`src/rtl/bmu.sv`:
```
// Branch metric unit for a 4-state, rate-1/2, K=3 (7/5 octal) Viterbi decoder.
// Computes the eight registered Hamming-distance branch metrics one clock after each valid symbol pair.
module bmu (
    input  logic       clk_i,
    input  logic       rst_i,
    input  logic       valid_i,
    input  logic [1:0] piso_data_i,
    output logic [1:0] bm_s0_s0_o,
    output logic [1:0] bm_s0_s2_o,
    output logic [1:0] bm_s1_s0_o,
    output logic [1:0] bm_s1_s2_o,
    output logic [1:0] bm_s2_s1_o,
    output logic [1:0] bm_s2_s3_o,
    output logic [1:0] bm_s3_s1_o,
    output logic [1:0] bm_s3_s3_o,
    output logic       valid_o
);

    localparam logic [1:0] EXP_S0_S0 = 2'b00;
    localparam logic [1:0] EXP_S0_S2 = 2'b11;
    localparam logic [1:0] EXP_S1_S0 = 2'b11;
    localparam logic [1:0] EXP_S1_S2 = 2'b00;
    localparam logic [1:0] EXP_S2_S1 = 2'b10;
    localparam logic [1:0] EXP_S2_S3 = 2'b01;
    localparam logic [1:0] EXP_S3_S1 = 2'b01;
    localparam logic [1:0] EXP_S3_S3 = 2'b10;

    // Two one-bit terms widened before the add, so the result tops out at 2.
    function automatic logic [1:0] hamming(input logic [1:0] r, input logic [1:0] e);
        logic [1:0] d;
        d = r ^ e;
        return {1'b0, d[1]} + {1'b0, d[0]};
    endfunction

    logic [1:0] bm_s0_s0_p0, bm_s0_s2_p0, bm_s1_s0_p0, bm_s1_s2_p0;
    logic [1:0] bm_s2_s1_p0, bm_s2_s3_p0, bm_s3_s1_p0, bm_s3_s3_p0;
    logic [1:0] bm_s0_s0_p1, bm_s0_s2_p1, bm_s1_s0_p1, bm_s1_s2_p1;
    logic [1:0] bm_s2_s1_p1, bm_s2_s3_p1, bm_s3_s1_p1, bm_s3_s3_p1;
    logic       vld_p1;

    // Stage p0: combinational distances against the hard-wired trellis symbols
    always_comb begin
        bm_s0_s0_p0 = hamming(piso_data_i, EXP_S0_S0);
        bm_s0_s2_p0 = hamming(piso_data_i, EXP_S0_S2);
        bm_s1_s0_p0 = hamming(piso_data_i, EXP_S1_S0);
        bm_s1_s2_p0 = hamming(piso_data_i, EXP_S1_S2);
        bm_s2_s1_p0 = hamming(piso_data_i, EXP_S2_S1);
        bm_s2_s3_p0 = hamming(piso_data_i, EXP_S2_S3);
        bm_s3_s1_p0 = hamming(piso_data_i, EXP_S3_S1);
        bm_s3_s3_p0 = hamming(piso_data_i, EXP_S3_S3);
    end

    // Stage p1: metric registers load only on valid input, so idle-cycle data never reaches them
    always_ff @(posedge clk_i) begin
        if (rst_i) begin
            vld_p1      <= 1'b0;
            bm_s0_s0_p1 <= 2'd0;
            bm_s0_s2_p1 <= 2'd0;
            bm_s1_s0_p1 <= 2'd0;
            bm_s1_s2_p1 <= 2'd0;
            bm_s2_s1_p1 <= 2'd0;
            bm_s2_s3_p1 <= 2'd0;
            bm_s3_s1_p1 <= 2'd0;
            bm_s3_s3_p1 <= 2'd0;
        end else begin
            vld_p1 <= valid_i;
            if (valid_i) begin
                bm_s0_s0_p1 <= bm_s0_s0_p0;
                bm_s0_s2_p1 <= bm_s0_s2_p0;
                bm_s1_s0_p1 <= bm_s1_s0_p0;
                bm_s1_s2_p1 <= bm_s1_s2_p0;
                bm_s2_s1_p1 <= bm_s2_s1_p0;
                bm_s2_s3_p1 <= bm_s2_s3_p0;
                bm_s3_s1_p1 <= bm_s3_s1_p0;
                bm_s3_s3_p1 <= bm_s3_s3_p0;
            end
        end
    end

    assign bm_s0_s0_o = bm_s0_s0_p1;
    assign bm_s0_s2_o = bm_s0_s2_p1;
    assign bm_s1_s0_o = bm_s1_s0_p1;
    assign bm_s1_s2_o = bm_s1_s2_p1;
    assign bm_s2_s1_o = bm_s2_s1_p1;
    assign bm_s2_s3_o = bm_s2_s3_p1;
    assign bm_s3_s1_o = bm_s3_s1_p1;
    assign bm_s3_s3_o = bm_s3_s3_p1;
    assign valid_o    = vld_p1;

endmodule

```
`config.mk`:
```
export PLATFORM = sky130hd
export DESIGN_NAME = bmu
export DESIGN_NICKNAME = d
export VERILOG_FILES = /design/src/rtl/bmu.sv
export SDC_FILE = /design/constraint.sdc
export NUM_CORES = 1
export LEC_CHECK = 0
export CORE_AREA = 2 2 39 41
export CTS_BUF_LIST = sky130_fd_sc_hd__clkbuf_16
export DETAILED_ROUTE_END_ITERATION = 8
export DIE_AREA = 0 0 41 43
export GPL_ROUTABILITY_DRIVEN = 0
export SYNTH_ARGS = -nofsm -noshare
export SYNTH_HDL_FRONTEND = slang
export SYNTH_SLANG_ARGS = --single-unit
```
`constraint.sdc`:
```
create_clock -name clk_i -period 0.9 [get_ports clk_i]
set_input_delay 0.18 -clock clk_i [delete_from_list [all_inputs] [get_ports clk_i]]
set_output_delay 0.18 -clock clk_i [all_outputs]
set_load 0.02 [all_outputs]
```
* Word-level counts from Yosys, hierarchy flattened *
Cells that the tools add are included.

storage, ports and cells
  flip-flop bits (word level) = 9
  bits of input ports = 5
  output and inout port bits = 17
  word-level logic and storage cells = 12

operators by class
  $add $sub $neg = 4
  bitwise operators = 3

operator list
  kind                                    count
  1-bit by 1-bit adder with 2-bit output  4
  1-bit inverter                          2
  2-bit inverter                          1

* Logic depth before layout (Yosys ltp) *
  depth after elaboration = 2
  depth in mapped cells = 4

* Least setup slack after synthesis *
No wires, ideal clock.

  path type = flip-flop to output port
  start = register bm_s2_s3_p1[0], in the netlist bm_s2_s3_o[0]
  end = output bm_s2_s3_o[0]
  arrival time = 0.661 ns
  data required time = 0.720 ns
  path slack = 0.059 ns
  stages on the path, launching flop included = 2
  buffers on the path = 1
  cells stage by stage = dfxtp_1 > buf_4

RTL lines
  item                    line  text
  start, declared         38    logic [1:0] bm_s2_s1_p1, bm_s2_s3_p1, bm_s3_s1_p1, bm_s3_s3_p1;
  start signal, assigned  73    bm_s2_s3_p1 <= bm_s2_s3_p0;
  end, declared           13    output logic [1:0] bm_s2_s3_o,

No word-level cell between the ends.

==> flow_results.org <==
** Run status
- Outcome :: finished, violations left
- The checks that failed: setup timing.

** Power and ir drop
- Leak Pwr :: roughly 0.33 nW
- Maximum resistive drop on vdd :: roughly 1100 µV
- Power comes to 1.30 mW.
- In this run the power density over the cells is 1970 nW/µm².

** Hold path
- Path type of the worst min-delay path :: in -> reg
- Hold-critical path depth :: 4

** Synth
- Yosys printed 0 warnings.
- Counting distinct cell types in the post-synthesis netlist gives 10.
- After synthesis the cells add up to about 380 µm².
- Most repeated cell in the gate-level netlist after synthesis :: buf_4
- Of all flip-flops after synthesis, the portion carrying an async set or reset was 0.
- For this run, the register share of the synthesized area comes to 0.368.
- Number of enable-type register cells in the synthesized netlist :: 0
- Sorting the synthesized cells by how often they occur yields buf_4 (10), dfxtp_1 (7), mux2i_1 (5), nor2_1 (5), ha_1 (4).
- The share of synthesized area in the top cell type comes to 0.368.
- The most used flip-flop cell after synthesis is dfxtp_1.
- Synthesis produced a netlist whose cell count is 38.
- Synthesis produced a netlist with a net count of 47.
- In this run, synthesis produced a sequential element count of 7.
- Synth area leaders :: dfxtp_1 (37%), buf_4 (20%), ha_1 (13%), mux2i_1 (13%), nor2_1 (4.9%)
- Of all cell types, the one taking the most synthesized area is dfxtp_1.
- The average instance in the mapped netlist occupies between 10 and 15 µm².

** Setup path
- In this design, the stage delay of the slowest critical-path cell is 0.34 ns.
- For the worst setup path, the data required time is 0.72 ns.
- The slowest stage of the critical path belongs to the cell dfxtp_4.
- The worst setup path is captured at an output port.
- At the worst endpoint, the arrival time is between 0.7 and 0.8 ns.
- Measured in cells, the most critical reg-to-reg path has a length of 3.
- Sort of element at the start of the critical path :: register
- Kind of cell adding the most delay to the critical path :: flip-flops
- Counting both buffers and inverters, the worst setup path holds a total of 1.
- Crit path kind :: reg -> out
- The critical path goes through buf_4.
- In this run the worst path has a maximum fanout of 5.
- Stages on worst setup path :: 1

** Route
- Antenna Nets Post-Route :: 0
- Via count :: around 280
- Post-detailed-route via-to-cell ratio :: approximately 3.8
- For this block, the initial DRC count from the detailed router was 0.
- Remaining design rule violation count :: 0
- Routed Wire Length :: about 670 µm
- Router iterations before antenna repair :: 1
- After detailed routing, the average wire length per cell comes to approximately 9.3 µm.

** Global route
- Overflow left after global routing :: 0
- Antenna violations before repair :: 0
- The first global-routing pass estimated between 1000 and 1500 µm of wire.
- Entering global routing, the biggest net connects 9 pins.
- In the global route stage, overall resource usage came out at 0.0943.
- The number of global-route vias before repair is around 250.

** Timing
- In the post-route analysis, the smallest setup slack over all paths is -0.00341 ns.
- Transition time at the pin with the least slew margin :: between 0.2 and 0.3 ns
- The final-report max-slew violation count was 0.
- Number of endpoints failing setup at the final stage :: 4
- In the finished design, the share of the clock period the worst path needs comes to 1.00.
- For this run, the top clock speed supported by timing is between 1000 and 1500 MHz.
- Clock skew :: 0 ns
- Minimum period implied by the final worst setup slack :: roughly 0.9 ns
- Max-Slew Margin vs Limit :: 0.815
- The final hold violation count is 0.
- Setup repair after global routing could not meet its margin everywhere.

** CTS
- Post-CTS Setup Inserts :: 0
- The clock passes through at most 2 buffers.
- Insertion delay to the later sink of the worst-skew pair :: between 0.2 and 0.25 ns
- After clock tree synthesis, the clock-pin slew on the worst setup and hold paths is around 0.04 ns.
- Clock tree synthesis inserted a total of 3 buffers.
- For this design, the sink count on the clock tree is 7.
- CTS tree :: yes
- The tree is rooted in a clkbuf_16.
- CTS built an H-tree with a depth of 1.

** Placed design
- Worst slack after detailed placement :: -0.447 ns
- Including well taps, the total number of placed cells is between 60 and 70.
- The HPWL after detailed placement is around 480 µm.
- Port buffering added 21 buffers.

** Die
- Cell row count :: 14
- Number of placed I/O pins :: 22
- Die width :: approximately 41 µm
- For this configuration, the core starts out at a cell density of 0.275.
- Chip Height :: ~43 µm
- The core region is roughly 1400 µm².
- The floorplan step defined a die boundary enclosing 1760 µm².

** Final layout
- The multi-input combinational cells in the finished layout cover a total of ~170 µm².
- Of the cells placed in the final design, the portion with a size suffix greater than 1 is 0.625.
- Core Util, Final :: 0.478
- Register area :: around 150 µm²
- Fill cells in the final layout number between 150 and 200.
- The finished layout holds 72 standard cells, fillers aside.
- The repair_antennas step left the layout with diodes totalling 0.
- In the final design database the tool counted 66 nets.
- Relative to the synthesized area, the layout overhead comes to 74.0%.

** Flow run
- Across the run, the number of max-cap violations was 0.
registers in the layout, indices dropped and copies added (netlist names):
register	count
bm_s0_s2_o	2
bm_s0_s0_o	1
bm_s2_s3_o	2
bm_s2_s1_o	1
valid_o	1
where the power goes:
| part | switching (mW) | total [mW] | leakage, nW | internal (mW) |
|---|---|---|---|---|
| clock network | 0.159 | 0.736 | 0.0423 | 0.577 |
| registers | 0.0177 | 0.346 | 0.0606 | 0.329 |
| logic | 0.105 | 0.222 | 0.230 | 0.117 |
cells by family (layout without fill, tap and decap cells):
group,Yosys count,count (layout),share of synthesized area
buffers and inverters,13,31,0.247
adder cells (fa/ha/maj),4,4,0.132
flip-flops,7,7,0.368
AND/OR/NAND/NOR,8,8,0.0987
AO/OA/AOI/OAI,1,1,0.0230
multiplexers,5,5,0.132
area by class of cell:
type	instances	share of cell area
Timing Repair Buffer	25	0.357
Multi-Input combinational cell	18	0.251
Sequential cell	7	0.231
Clock buffer	3	0.113
Tap cell	16	0.0302
Inverter	2	0.0113
Clock inverter	1	0.00567
layer usage:
layer / GRT usage / wire length [µm]
met2: 0.131 / 306
met3: 0.0314 / 49
met5: 0 / 0
met4: 0.100 / 30
met1: 0.0994 / 279
through the flow:
step	instance area, µm²	setup TNS (ns)	hold WS [ns]
floorplan	380	0	0.242
global placement	554	-6.24	0.505
detailed placement	554	-6.34	0.516
CTS	626	-0.0132	0.477
global route	662	-0.138	0.503
finish	662	-0.0118	0.480
placed cells by master, fill, tap and decap left out, drive strengths merged:
| cell | count |
|---|---|
| buf | 21 |
| dfxtp | 7 |
| mux2i | 5 |
| nor2 | 5 |
| ha | 4 |
| clkbuf | 3 |
| dlygate4sd2 | 3 |
| inv | 3 |
| nand2b | 2 |
| a21oi | 1 |
| nor2b | 1 |
| clkdlybuf4s50 | 1 |
path summary, 6_finish.rpt:
check        slack [ns]             to          start
max              -0.003  bm_s1_s2_o[0]  bm_s0_s2_o[0]
min                0.48  bm_s2_s3_o[0]        valid_i
max reg2reg        0.15  bm_s2_s3_o[0]  bm_s2_s3_o[0]
min reg2reg        0.52  bm_s0_s0_o[1]  bm_s0_s0_o[1]
what timing repair did:
item / 4_1_cts / 5_1_grt
hold buffers: 0 / 0
gates resized for setup: 100 / 11
pin swaps: 1 / 0
setup endpoints to repair: 23 / 13
Power figures use the tool's default switching activity.
